### src/rtl/pipe_ctrl_pkg.sv
// Shared pipeline-control definitions: hazard FSM encoding and default
// multiply/divide occupancy of EX.
package pipe_ctrl_pkg;

  typedef enum logic {
    ST_RUN         = 1'b0,
    ST_MULDIV_WAIT = 1'b1
  } hz_state_e;

  localparam int unsigned MULDIV_CYCLES_DEF = 4;

endpackage : pipe_ctrl_pkg

### src/rtl/load_use_detect.sv
// Load-use comparator: a load in ID/EX whose destination feeds a source of the
// instruction in IF/ID. Register zero never creates a dependency.
module load_use_detect (
  input  logic       id_ex_mem_read_i,
  input  logic [4:0] id_ex_rt_i,
  input  logic [4:0] if_id_rs_i,
  input  logic [4:0] if_id_rt_i,
  input  logic       if_id_uses_rt_i,
  output logic       hazard_o
);

  always_comb begin
    hazard_o = id_ex_mem_read_i && (id_ex_rt_i != '0) &&
               ((id_ex_rt_i == if_id_rs_i) ||
                (if_id_uses_rt_i && (id_ex_rt_i == if_id_rt_i)));
  end

endmodule : load_use_detect

### src/rtl/hazard_stall_ctrl.sv
// Pipeline stall/flush control: load-use bubbles, multi-cycle mul/div holds,
// taken-branch flushes, plus a saturating count of stalled cycles.
module hazard_stall_ctrl
  import pipe_ctrl_pkg::*;
#(
  parameter int unsigned MULDIV_CYCLES = MULDIV_CYCLES_DEF,
  parameter int unsigned CNT_W         = 16
) (
  input  logic             clk,
  input  logic             reset,
  input  logic [4:0]       if_id_rs,
  input  logic [4:0]       if_id_rt,
  input  logic             if_id_uses_rt,
  input  logic             id_ex_mem_read,
  input  logic [4:0]       id_ex_rt,
  input  logic             muldiv_start,
  input  logic             branch_taken,
  output logic             stall,
  output logic             pc_write,
  output logic             if_id_flush,
  output logic             id_ex_bubble,
  output logic             busy,
  output logic [CNT_W-1:0] stall_events
);

  hz_state_e        state_q, state_d;
  logic [3:0]       wait_cnt_q, wait_cnt_d;
  logic [CNT_W-1:0] events_q, events_d;
  logic             load_use;

  load_use_detect u_load_use (
    .id_ex_mem_read_i (id_ex_mem_read),
    .id_ex_rt_i       (id_ex_rt),
    .if_id_rs_i       (if_id_rs),
    .if_id_rt_i       (if_id_rt),
    .if_id_uses_rt_i  (if_id_uses_rt),
    .hazard_o         (load_use)
  );

  always_ff @(posedge clk) begin
    if (reset) begin
      state_q    <= ST_RUN;
      wait_cnt_q <= '0;
      events_q   <= '0;
    end else begin
      state_q    <= state_d;
      wait_cnt_q <= wait_cnt_d;
      events_q   <= events_d;
    end
  end

  always_comb begin
    state_d    = state_q;
    wait_cnt_d = wait_cnt_q;
    if (branch_taken) begin
      state_d    = ST_RUN;
      wait_cnt_d = '0;
    end else begin
      unique case (state_q)
        ST_RUN: begin
          if (muldiv_start) begin
            state_d    = ST_MULDIV_WAIT;
            wait_cnt_d = 4'(MULDIV_CYCLES - 1);
          end
        end
        ST_MULDIV_WAIT: begin
          wait_cnt_d = wait_cnt_q - 4'd1;
          if (wait_cnt_q == 4'd1) state_d = ST_RUN;
        end
        default: state_d = ST_RUN;
      endcase
    end
  end

  // Reset overrides every input so the pipeline sees a clean run state.
  always_comb begin
    stall        = 1'b0;
    if_id_flush  = 1'b0;
    id_ex_bubble = 1'b0;
    busy         = 1'b0;
    if (!reset) begin
      busy = (state_q == ST_MULDIV_WAIT);
      if (branch_taken) begin
        if_id_flush  = 1'b1;
        id_ex_bubble = 1'b1;
      end else if (state_q == ST_MULDIV_WAIT) begin
        stall = 1'b1;
      end else if (muldiv_start) begin
        stall = 1'b1;
      end else if (load_use) begin
        stall        = 1'b1;
        id_ex_bubble = 1'b1;
      end
    end
    pc_write = ~stall;
  end

  always_comb begin
    events_d = events_q;
    if (stall && !(&events_q)) events_d = events_q + 1'b1;
  end

  assign stall_events = events_q;

endmodule : hazard_stall_ctrl

### config.mk
export PLATFORM = sky130hd
export DESIGN_NAME = hazard_stall_ctrl
export DESIGN_NICKNAME = d
export VERILOG_FILES = /design/src/rtl/pipe_ctrl_pkg.sv /design/src/rtl/load_use_detect.sv /design/src/rtl/hazard_stall_ctrl.sv
export SDC_FILE = /design/constraint.sdc
export NUM_CORES = 1
export LEC_CHECK = 0
export ABC_AREA = 1
export CORE_MARGIN = 4
export CORE_UTILIZATION = 47
export DETAILED_ROUTE_END_ITERATION = 10
export GPL_TIMING_DRIVEN = 0
export PLACE_DENSITY = 0.8
export SLEW_MARGIN = 10
export SYNTH_ARGS = -nofsm -noshare
export SYNTH_HDL_FRONTEND = slang
export SYNTH_SLANG_ARGS = --single-unit
### constraint.sdc
create_clock -name clk -period 2.4 [get_ports clk]
set_input_delay 0.72 -clock clk [delete_from_list [all_inputs] [get_ports clk]]
set_output_delay 0.72 -clock clk [all_outputs]
set_load 0.005 [all_outputs]
==> run metrics, run 1 <==
slowest CP cell=dlygate4sd2_1; Synth Instances=223; Clock Latency Late Sink=310 ps; minimum clock period=2362 ps; Final Cycle Share=98.42%; critical path's top delay family=buffers and inverters; layout cell share with drive strength beyond 1=18.45%; Worst R2R End=stall_events[6]$_SDFFE_PP0P_; hold path endpoint=wait_cnt_q[2]$_SDFFE_PP0P_; HPWL after detailed placement=2689 um; Max VDD drop=0.2933 mV; status=finished clean; fraction of the mapped netlist area in simple logic gates=40.59%; sequential area share after synthesis=29.40%; Slew HR=79.68%; largest family of logic cells by synthesized area=simple AND/OR/NAND/NOR gates; Std-Cell Rows=19; Buffers on Ports=40; Layout Nets=296; final-report hold violation count=0; Syn Nets=247; DR iter-0 viols=139; switching part of the total power=27.50%; Setup crit start kind=primary input; yosys warns=0; die height=63.16 um; Worst-path clk slew=110 ps; combinational group share of total power=19.3%; power share of the clock group=26.2%; vias in the first global route=1400; Setup Skew=14.06 ps; Synth area leader=dfxtp_1; most common cell after layout, fill and taps aside=nand2_1; Fin Hold WS=473.0 ps; setup repair after global routing missed its margin=true; CTS sink count=21; clock buffer depth=2; first drt pass iteration count=4; grt total ovfl=0; Syn Area/Cell=6.413 um^2; final WL=3554 um; # setup viols final=0; worst reg2reg path depth=10; Pint=478.5 uW; class of the worst hold path=reg -> reg; type of the worst setup path=in -> out; RePlAce Congestion=0.8080; initial antenna violation count=0; Fin Setup TNS=0 ps; Root Buffer=clkbuf_4; Reg power frac=54.6%; P_sw=181.5 uW; critical path arrival=1640 ps; post-synthesis adder-cell area fraction=2.625%; most frequent cells in the layout=nand2_1, inv_1, nor2_1, nand3_1, dfxtp_1; Power per Cell Area=345.4 nW/um^2; Synth-to-Final Area Change=33.60%; Core Util, Final=67.54%; Vias=1479; H-tree depth=1; worst hold start=wait_cnt_q[2]$_SDFFE_PP0P_; Slew Limit Fails=0; Synth area leaders=dfxtp_1, nand2_1, nand3_1, nor2_1, inv_1; die area=3989 um^2; Bufs and invs on worst path=3; required time worst endpoint=1680 ps; number of synthesized register bits=21; fmax=0.4234 GHz; Yosys top cell area share=29.40%; starting density of the core=50.55%; Max Cap Viol=0; first-pass GRT wire length=6161 um; mean routed wirelength per cell=11.77 um; area share of xor/xnor cells in the synthesized design=8.574%; CP endpoint kind=primary output; mux cell area share after synthesis=0%; Critical Path Max Stage Delay=240 ps; DRC Markers=0; die width=63.16 um; post-route ant nets=0; Critical Path Stages=8; CTS tree=built; critical-path maximum fanout=3; core area=2829 um^2; largest net degree at the start of global routing=12; antenna cells=0; Total GRT Usage=18.81%; synth unique cells=26; vias per cell=4.897; Netlist Area Pre-Place=1430 um^2; Power, Total=660.0 uW; hold depth=2; Least-Margin Pin Slew=302.4 ps; worst path cell trace=dlygate4sd2_1 > xnor2_1 > nand3_1 > nand2_2 > nand3_2 > nand2_2 > buf_6 > buf_6; TritonCTS Buffers=3; reg2reg start=stall_events[0]$_SDFFE_PP0P_; Leakage Power=0.0009148 uW; worst reg2reg setup slack=620 ps; Synth Area in Compound Gates=8.486%; IO Count=42
-- sequential cells by signal (all words and copies together) (netlist names) --
name / flops
state_q: 1
stall_events: 16
wait_cnt_q: 4
-- metrics by stage --
stage          worst slack, ps  area [um^2]  instances
2_1_floorplan            143.5         1430        223
4_1_cts                 -115.1         1901        302
5_1_grt                 -28.23         1911        302
6_report                 37.97         1911        302
3_5_place_dp            -977.0         1869        294
3_3_place_gp            -947.5         1869        294
-- power by group through the flow --
stage	clock network [uW]	logic [uW]	registers (uW)
finish	173	127	360
global route	191	144	361
CTS	178	123	360
detailed placement	0	125	367
global placement	0	123	367
floorplan	0	62.0	367
-- cells in the mapped netlist --
| cell type | count |
|---|---|
| nor2_2 | 1 |
| nand3_4 | 1 |
| nor4_1 | 1 |
| dfxtp_1 | 21 |
| buf_2 | 1 |
| buf_4 | 2 |
| nor2_1 | 28 |
| nand3b_1 | 2 |
| inv_2 | 4 |
| nor2_4 | 1 |
| nand4_1 | 3 |
| inv_1 | 25 |
| a31oi_1 | 1 |
| nor3_1 | 2 |
| nor2_8 | 1 |
| nand2_2 | 1 |
| clkbuf_1 | 2 |
| xnor2_1 | 4 |
| o21ai_0 | 6 |
| nand3_1 | 24 |
| a21oi_1 | 17 |
| nand2_4 | 2 |
| ha_1 | 3 |
| xor2_1 | 10 |
| buf_6 | 1 |
| nand2_1 | 59 |
-- cells by family after synthesis --
group                    after synthesis
adder cells (fa/ha/maj)                3
buffers and inverters                 35
AND/OR/NAND/NOR                      126
XOR/XNOR                              14
AO/OA/AOI/OAI                         24
flip-flops                            21
-- timing repair --
| item | in CTS | in global routing |
|---|---|---|
| pin swaps | 15 | 14 |
| resized for setup | 72 | 22 |
| buffers inserted | 4 | 1 |
| hold buffers | 0 | 0 |
| setup endpoints to repair | 5 | 4 |
-- per-layer routing --
layer / global-route usage [%] / share of wire (%) / vias up
met5: 0 / 0 / -
met4: 1.653 / 0.42 / 0
met3: 4.618 / 3.7 / 2
met2: 33.86 / 50 / 22
met1: 23.32 / 46 / 653
li1: - / - / 802
-- cell type report --
class / instances / area (um^2)
Buffer: 5 / 40.04
Tap cell: 31 / 38.79
Fill cell: 258 / 918.4
Timing Repair Buffer: 45 / 376.6
Inverter: 29 / 108.9
Sequential cell: 21 / 420.4
Multi-Input combinational cell: 167 / 899.6
Clock buffer: 4 / 26.28
-- how the worst max path moves through the flow --
stage	to	slack (ps)	startpoint
floorplan	pc_write	140	reset
global placement	stall	-950	id_ex_rt[4]
detailed placement	stall	-980	id_ex_rt[2]
CTS	stall	-120	if_id_rs[0]
global route	stall	-30	if_id_rt[4]
finish	stall	40	if_id_rs[2]
-- worst register-to-register path, stage by stage (launching register included) --
cell and delay [ps]:
dfxtp_1 440, ha_1 230, nand2_2 100, nor2_4 190, nand2_4 90, nor2_8 110, nand3_4 120, nand2_4 130
buf_6 140, nand2_1 60, a21oi_1 120
(Power assumes the default switching activity.)
==> run 2: changes to the inputs <==
--- a/config.mk
+++ b/config.mk
@@ -10,8 +10,10 @@
 export CORE_UTILIZATION = 47
 export DETAILED_ROUTE_END_ITERATION = 10
 export GPL_TIMING_DRIVEN = 0
+export HOLD_SLACK_MARGIN = 0.15
 export PLACE_DENSITY = 0.8
 export SLEW_MARGIN = 10
 export SYNTH_ARGS = -nofsm -noshare
 export SYNTH_HDL_FRONTEND = slang
 export SYNTH_SLANG_ARGS = --single-unit
+export TNS_END_PERCENT = 5
==> run 2 against run 1 <==
  * Fmax up 0.28%
  * Core utilization up 0.53 points
  * Non-clock buffer count up 1
  * Clock power about the same
  * Count of clock-buffer cells in the layout unchanged
  * Global-route usage up 0.15 points
  * Critical path type unchanged
  * Flip-flop and latch count unchanged
  * Routed wire length up 0.39%
  * Sequential power about the same
==> run metrics, run 2 (same netlist as run 1, synthesis figures left out) <==
Std-Cell Rows=19 (unchanged); Reg power frac=54.4% (-0.2 points); CP endpoint kind=primary output; die width=63.16 um (unchanged); required time worst endpoint=1680 ps (about the same); layout cell share with drive strength beyond 1=19.12% (+0.67 points); Layout Nets=297 (+0.34%); Max VDD drop=0.2965 mV (+1.1%); class of the worst hold path=reg -> reg; CTS tree=built; Leakage Power=0.0009281 uW (+1.4%); Setup crit start kind=primary input; vias per cell=4.921 (+0.48%); Least-Margin Pin Slew=303.6 ps (+1.135 ps); core area=2829 um^2 (unchanged); Worst-path clk slew=110 ps (about the same); Total GRT Usage=18.96% (+0.15 points); IO Count=42 (unchanged); most frequent cells in the layout=nand2_1, inv_1, nor2_1, nand3_1, dfxtp_1; fmax=0.4246 GHz (+0.28%); minimum clock period=2355 ps (-6.697 ps); type of the worst setup path=in -> out; status=finished clean; Setup Skew=10.40 ps (-3.663 ps); Synth-to-Final Area Change=34.65%; switching part of the total power=27.52% (+0.028 points); first drt pass iteration count=4 (unchanged); Final Worst Setup Slack=44.67 ps (+6.697 ps); HPWL after detailed placement=2689 um (unchanged); Max Cap Viol=0 (unchanged); max reg flops=16 (unchanged); final-report hold violation count=0 (unchanged); die area=3989 um^2 (unchanged); starting density of the core=50.55% (unchanged); FF/Latch Area=420.4 um^2 (unchanged); Slew HR=79.61% (about the same); critical path arrival=1640 ps (about the same); P_sw=182.3 uW (+0.46%); die height=63.16 um (unchanged); Core Util, Final=68.07% (+0.53 points); post-cts hold buffer count=0 (unchanged); H-tree depth=1 (unchanged); Root Buffer=clkbuf_4; RePlAce Congestion=0.8080 (unchanged); most common cell after layout, fill and taps aside=nand2_1; antenna cells=0 (unchanged); # setup viols final=0 (unchanged); Vias=1491 (+0.81%); CTS sink count=21 (unchanged); final WL=3568 um (+0.39%); post-route ant nets=0 (unchanged); TritonCTS Buffers=3 (unchanged); footprint of the multi-input gates=902.1 um^2 (+0.28%); critical-path maximum fanout=3 (unchanged); Power per Cell Area=344.0 nW/um^2 (-0.42%); setup repair after global routing missed its margin=true; mean routed wirelength per cell=11.78 um (about the same); Slew Limit Fails=0 (unchanged); Pint=480.0 uW (+0.33%); DR iter-0 viols=123 (-12%); Final Cycle Share=98.14% (-0.28 points); vias in the first global route=1411 (+0.79%); worst slack, placed=-977.0 ps (unchanged); largest net degree at the start of global routing=12 (unchanged); Buffers on Ports=40 (unchanged); initial antenna violation count=0 (unchanged); grt total ovfl=0 (unchanged); Clock Latency Late Sink=310 ps (about the same); DRC Markers=0 (unchanged); first-pass GRT wire length=6203 um (+0.68%); Fillers=253 (-1.9%); combinational group share of total power=19.6% (+0.3 points); worst reg2reg setup slack=610 ps (about the same); clock buffer depth=2 (unchanged); power share of the clock group=26.1% (about the same)
[run 2: cell count changes in the layout (fill, tap and decap cells not counted)]
cell | before | now
clkdlybuf4s15_1 | 0 | 1
nor2_2 | 4 | 5
buf_2 | 10 | 6
clkbuf_2 | 5 | 9
dlymetal6s2s_1 | 2 | 3
nor2_1 | 23 | 22
dlygate4sd2_1 | 5 | 3
buf_4 | 6 | 7
[run 2: critical path, cell delays in order]
cell           delay, ps
dlygate4sd2_1        190
nand2_1               50
nor2_2               120
nand3_2               90
nand2_2              100
nand3_2               70
nand2_2              100
buf_6                120
buf_6                 80
[run 2: area by class of cell]
type	count	share of cell area, %
Tap cell	31	2.014
Buffer	5	2.079
Clock buffer	4	1.365
Multi-Input combinational cell	167	46.85
Inverter	29	5.653
Timing Repair Buffer	46	20.21
Sequential cell	21	21.83
[run 2: timing repair]
item,in CTS,in global routing
endpoints found under the hold margin,0,0
resized for setup,52,40
endpoints found under the setup margin,5,4
buffers inserted,4,2
pin swaps,15,15
[run 2: per-layer routing]
| layer | track usage, % | share of wire, % |
|---|---|---|
| met1 | 23.32 | 45 |
| met2 | 34.39 | 50 |
| met3 | 4.618 | 4.0 |
| met4 | 1.653 | 0.42 |
| met5 | 0 | 0 |
[run 2: path summary, 6_finish.rpt]
check / to / cells after the start / start
setup reg to reg: stall_events[6]$_SDFFE_PP0P_ / 10 / stall_events[0]$_SDFFE_PP0P_
hold / removal: wait_cnt_q[2]$_SDFFE_PP0P_ / 2 / wait_cnt_q[2]$_SDFFE_PP0P_
setup / recovery: stall / 9 / if_id_uses_rt
hold reg to reg: wait_cnt_q[2]$_SDFFE_PP0P_ / 2 / wait_cnt_q[2]$_SDFFE_PP0P_
[run 2: per-stage QoR]
step	instance area, um^2	hold WS (ps)	instances	setup TNS (ps)	total power, uW
after floorplan	1430	436.5	223	0	428.6
after global placement	1869	448.9	294	-3249	490.0
after detailed placement	1869	457.9	294	-3877	492.5
after CTS	1927	474.5	302	-392.6	662.6
after global routing	1926	495.3	303	-40.16	699.0
final	1926	479.1	303	0	662.4
[run 2: power by group through the flow]
stage	Clock, uW	Sequential (uW)	Combinational [uW]
finish	173	360	130
global route	191	361	146
CTS	178	360	125
detailed placement	0	367	125
global placement	0	367	123
floorplan	0	367	62.0
==> run 3: changes to the inputs <==
--- a/config.mk
+++ b/config.mk
@@ -12,6 +12,8 @@
 export GPL_TIMING_DRIVEN = 0
 export HOLD_SLACK_MARGIN = 0.15
 export PLACE_DENSITY = 0.8
+export REMOVE_ABC_BUFFERS = 1
+export SETUP_SLACK_MARGIN = 0.3
 export SLEW_MARGIN = 10
 export SYNTH_ARGS = -nofsm -noshare
 export SYNTH_HDL_FRONTEND = slang
==> run 3 against run 2 <==
  * The run now ends with negative setup slack left
  * Largest power group unchanged
  * Total power increased by 8.0%
  * Critical endpoint is now stall_events[1]$_SDFFE_PP0P_
  * Die area did not move
  * Non-clock buffer count increased by 11
  * Sequential share of layout area shrank 2.4 points
  * Cell area grew 13%
==> run metrics, run 3 (same netlist as run 1, synthesis figures left out) <==
failing checks=negative setup slack; Max Cap Viol=0 (unchanged); Max Used Layer=met4; type of the worst setup path=in -> reg; switching part of the total power=30.15% (+2.6 points); worst reg2reg path depth=10 (unchanged); Buffers on Ports=41 (+2.5%); Final Worst Setup Slack=-6.914 ps (-51.58 ps); fmax=0.4155 GHz (-2.1%); most frequent cells in the layout=nand2_1, nor2_1, inv_1, nand3_1, buf_6; HPWL after detailed placement=2514 um (-6.5%); Clock Latency Late Sink=320 ps (about the same); Fin Hold WS=475.3 ps (-3.791 ps); RePlAce Congestion=0.8349 (+3.3%); Synth-to-Final Area Change=52.76%; Least-Margin Pin Slew=305.8 ps (+2.246 ps); Layout Nets=310 (+4.4%); clock buffer depth=2 (unchanged); largest net degree at the start of global routing=18 (+6); P_sw=215.7 uW (+18%); DRC Markers=0 (unchanged); final WL=4637 um (+30%); Slew Limit Fails=0 (unchanged); hold depth=2 (unchanged); Leakage Power=0.001023 uW (+10%); CTS tree=built; Final Cycle Share=100.3% (+2.1 points); reg2reg start=stall_events[1]$_SDFFE_PP0P_; first drt pass iteration count=4 (unchanged); Slew HR=79.46% (-0.15 points); Worst R2R End=stall_events[0]$_SDFFE_PP0P_; vias per cell=5.380 (+9.3%); H-tree depth=1 (unchanged); Total GRT Usage=23.25% (+4.3 points); vias in the first global route=1657 (+17%); DR WL met3=287 um (+100%); minimum clock period=2407 ps (+51.58 ps); status=finished, violations left; Vias=1700 (+14%); WL met2=2179 um (+21%); Std-Cell Rows=19 (unchanged); Reg power frac=50.5% (-3.9 points); # setup viols final=1 (+1); setup repair after global routing missed its margin=true; class of the worst hold path=reg -> reg; Fillers=191 (-25%); core area=2829 um^2 (unchanged); max reg flops=16 (unchanged); M1 WL=1980 um (+23%); initial antenna violation count=0 (unchanged); starting density of the core=50.55% (unchanged); antenna cells=0 (unchanged); die area=3989 um^2 (unchanged); combinational group share of total power=23.0% (+3.4 points); critical path arrival=2640 ps (+1000 ps); required time worst endpoint=2630 ps (+950 ps); Setup crit start kind=primary input; Worst-path clk slew=130 ps (+20 ps); CTS sink count=21 (unchanged); DR iter-0 viols=121 (-1.6%); CP endpoint kind=flop; Pint=499.5 uW (+4.1%); Max VDD drop=0.3016 mV (+1.7%); die height=63.16 um (unchanged); critical-path maximum fanout=5 (+2); final-report hold violation count=0 (unchanged); power share of the clock group=26.5% (+0.4 points); critical path launch point=id_ex_rt[2]; die width=63.16 um (unchanged); most common cell after layout, fill and taps aside=nand2_1; Setup Skew=7.969 ps (-2.427 ps); worst reg2reg setup slack=400 ps (-210 ps); IO Count=42 (unchanged); layout cell share with drive strength beyond 1=28.07% (+9.0 points); Worst setup endpoint=stall_events[1]$_SDFFE_PP0P_; Root Buffer=clkbuf_4; Cell Area, Placed=1841 um^2 (-1.5%); post-route ant nets=0 (unchanged); post-cts hold buffer count=0 (unchanged); first-pass GRT wire length=7500 um (+21%); TritonCTS Buffers=3 (unchanged); Finished Cell Area=2185 um^2 (+13%); Power per Cell Area=327.4 nW/um^2 (-4.8%); grt total ovfl=0 (unchanged); mean routed wirelength per cell=14.67 um (+25%)
run 3: cell type report:
class	count	area, um^2	area share (%)
inverters	29	113.9	5.212
flip-flops and latches	21	425.4	19.47
well taps	31	38.79	1.775
repair buffers	62	593.1	27.15
multi-input cells	169	987.2	45.19
clock buffers	4	26.28	1.203
run 3: what timing repair did:
action                                  CTS  global route
endpoints found under the setup margin   21            24
gates resized for setup                 117            31
pin swaps                                38            26
buffers inserted                         21             0
gates cloned                              2             0
run 3: per-layer routing:
layer / GRT usage (%) / vias up
met5: 0 / -
met4: 11.29 / 0
met3: 5.151 / 22
met2: 39.79 / 67
met1: 27.22 / 776
li1: - / 835
run 3: power by group through the flow:
| stage | clock network, uW | registers, uW | logic (uW) |
|---|---|---|---|
| finish | 189 | 362 | 164 |
| global route | 199 | 362 | 179 |
| CTS | 184 | 360 | 144 |
| detailed placement | 0 | 367 | 120 |
| global placement | 0 | 367 | 119 |
| floorplan | 0 | 367 | 54.0 |
run 3: through the flow:
step           total power (uW)  utilization [%]  instances  TNS, ps  setup WS, ps
2_1_floorplan             420.6                -        217        0         56.47
3_3_place_gp              486.0            65.06        289   -16730         -1541
3_5_place_dp              487.6            65.06        289   -16980         -1559
4_1_cts                   688.0            74.08        316        0         36.38
5_1_grt                   740.7            77.22        316   -494.5        -104.6
6_report                  715.2            77.22        316   -6.914        -6.914
run 3: worst min-delay path by stage:
stage | startpoint | endpoint
floorplan | wait_cnt_q[2]$_SDFFE_PP0P_ | wait_cnt_q[2]$_SDFFE_PP0P_
global placement | wait_cnt_q[2]$_SDFFE_PP0P_ | wait_cnt_q[2]$_SDFFE_PP0P_
detailed placement | wait_cnt_q[2]$_SDFFE_PP0P_ | wait_cnt_q[2]$_SDFFE_PP0P_
CTS | wait_cnt_q[2]$_SDFFE_PP0P_ | wait_cnt_q[2]$_SDFFE_PP0P_
global route | wait_cnt_q[2]$_SDFFE_PP0P_ | wait_cnt_q[2]$_SDFFE_PP0P_
finish | wait_cnt_q[2]$_SDFFE_PP0P_ | wait_cnt_q[2]$_SDFFE_PP0P_
run 3: worst max-delay path, stage by stage:
cell and delay [ps]:
buf_8 110, nor2_4 80, nor2_1 40, nor2_1 110, nand3_1 100, nand2_2 120, nand3_4 90, buf_6 130
buf_6 100, buf_6 110, buf_6 100, buf_6 100, buf_6 110, buf_6 100, buf_6 110, buf_8 130
nand2_8 70, nand3b_1 80, nand2_1 80, nor2_1 40
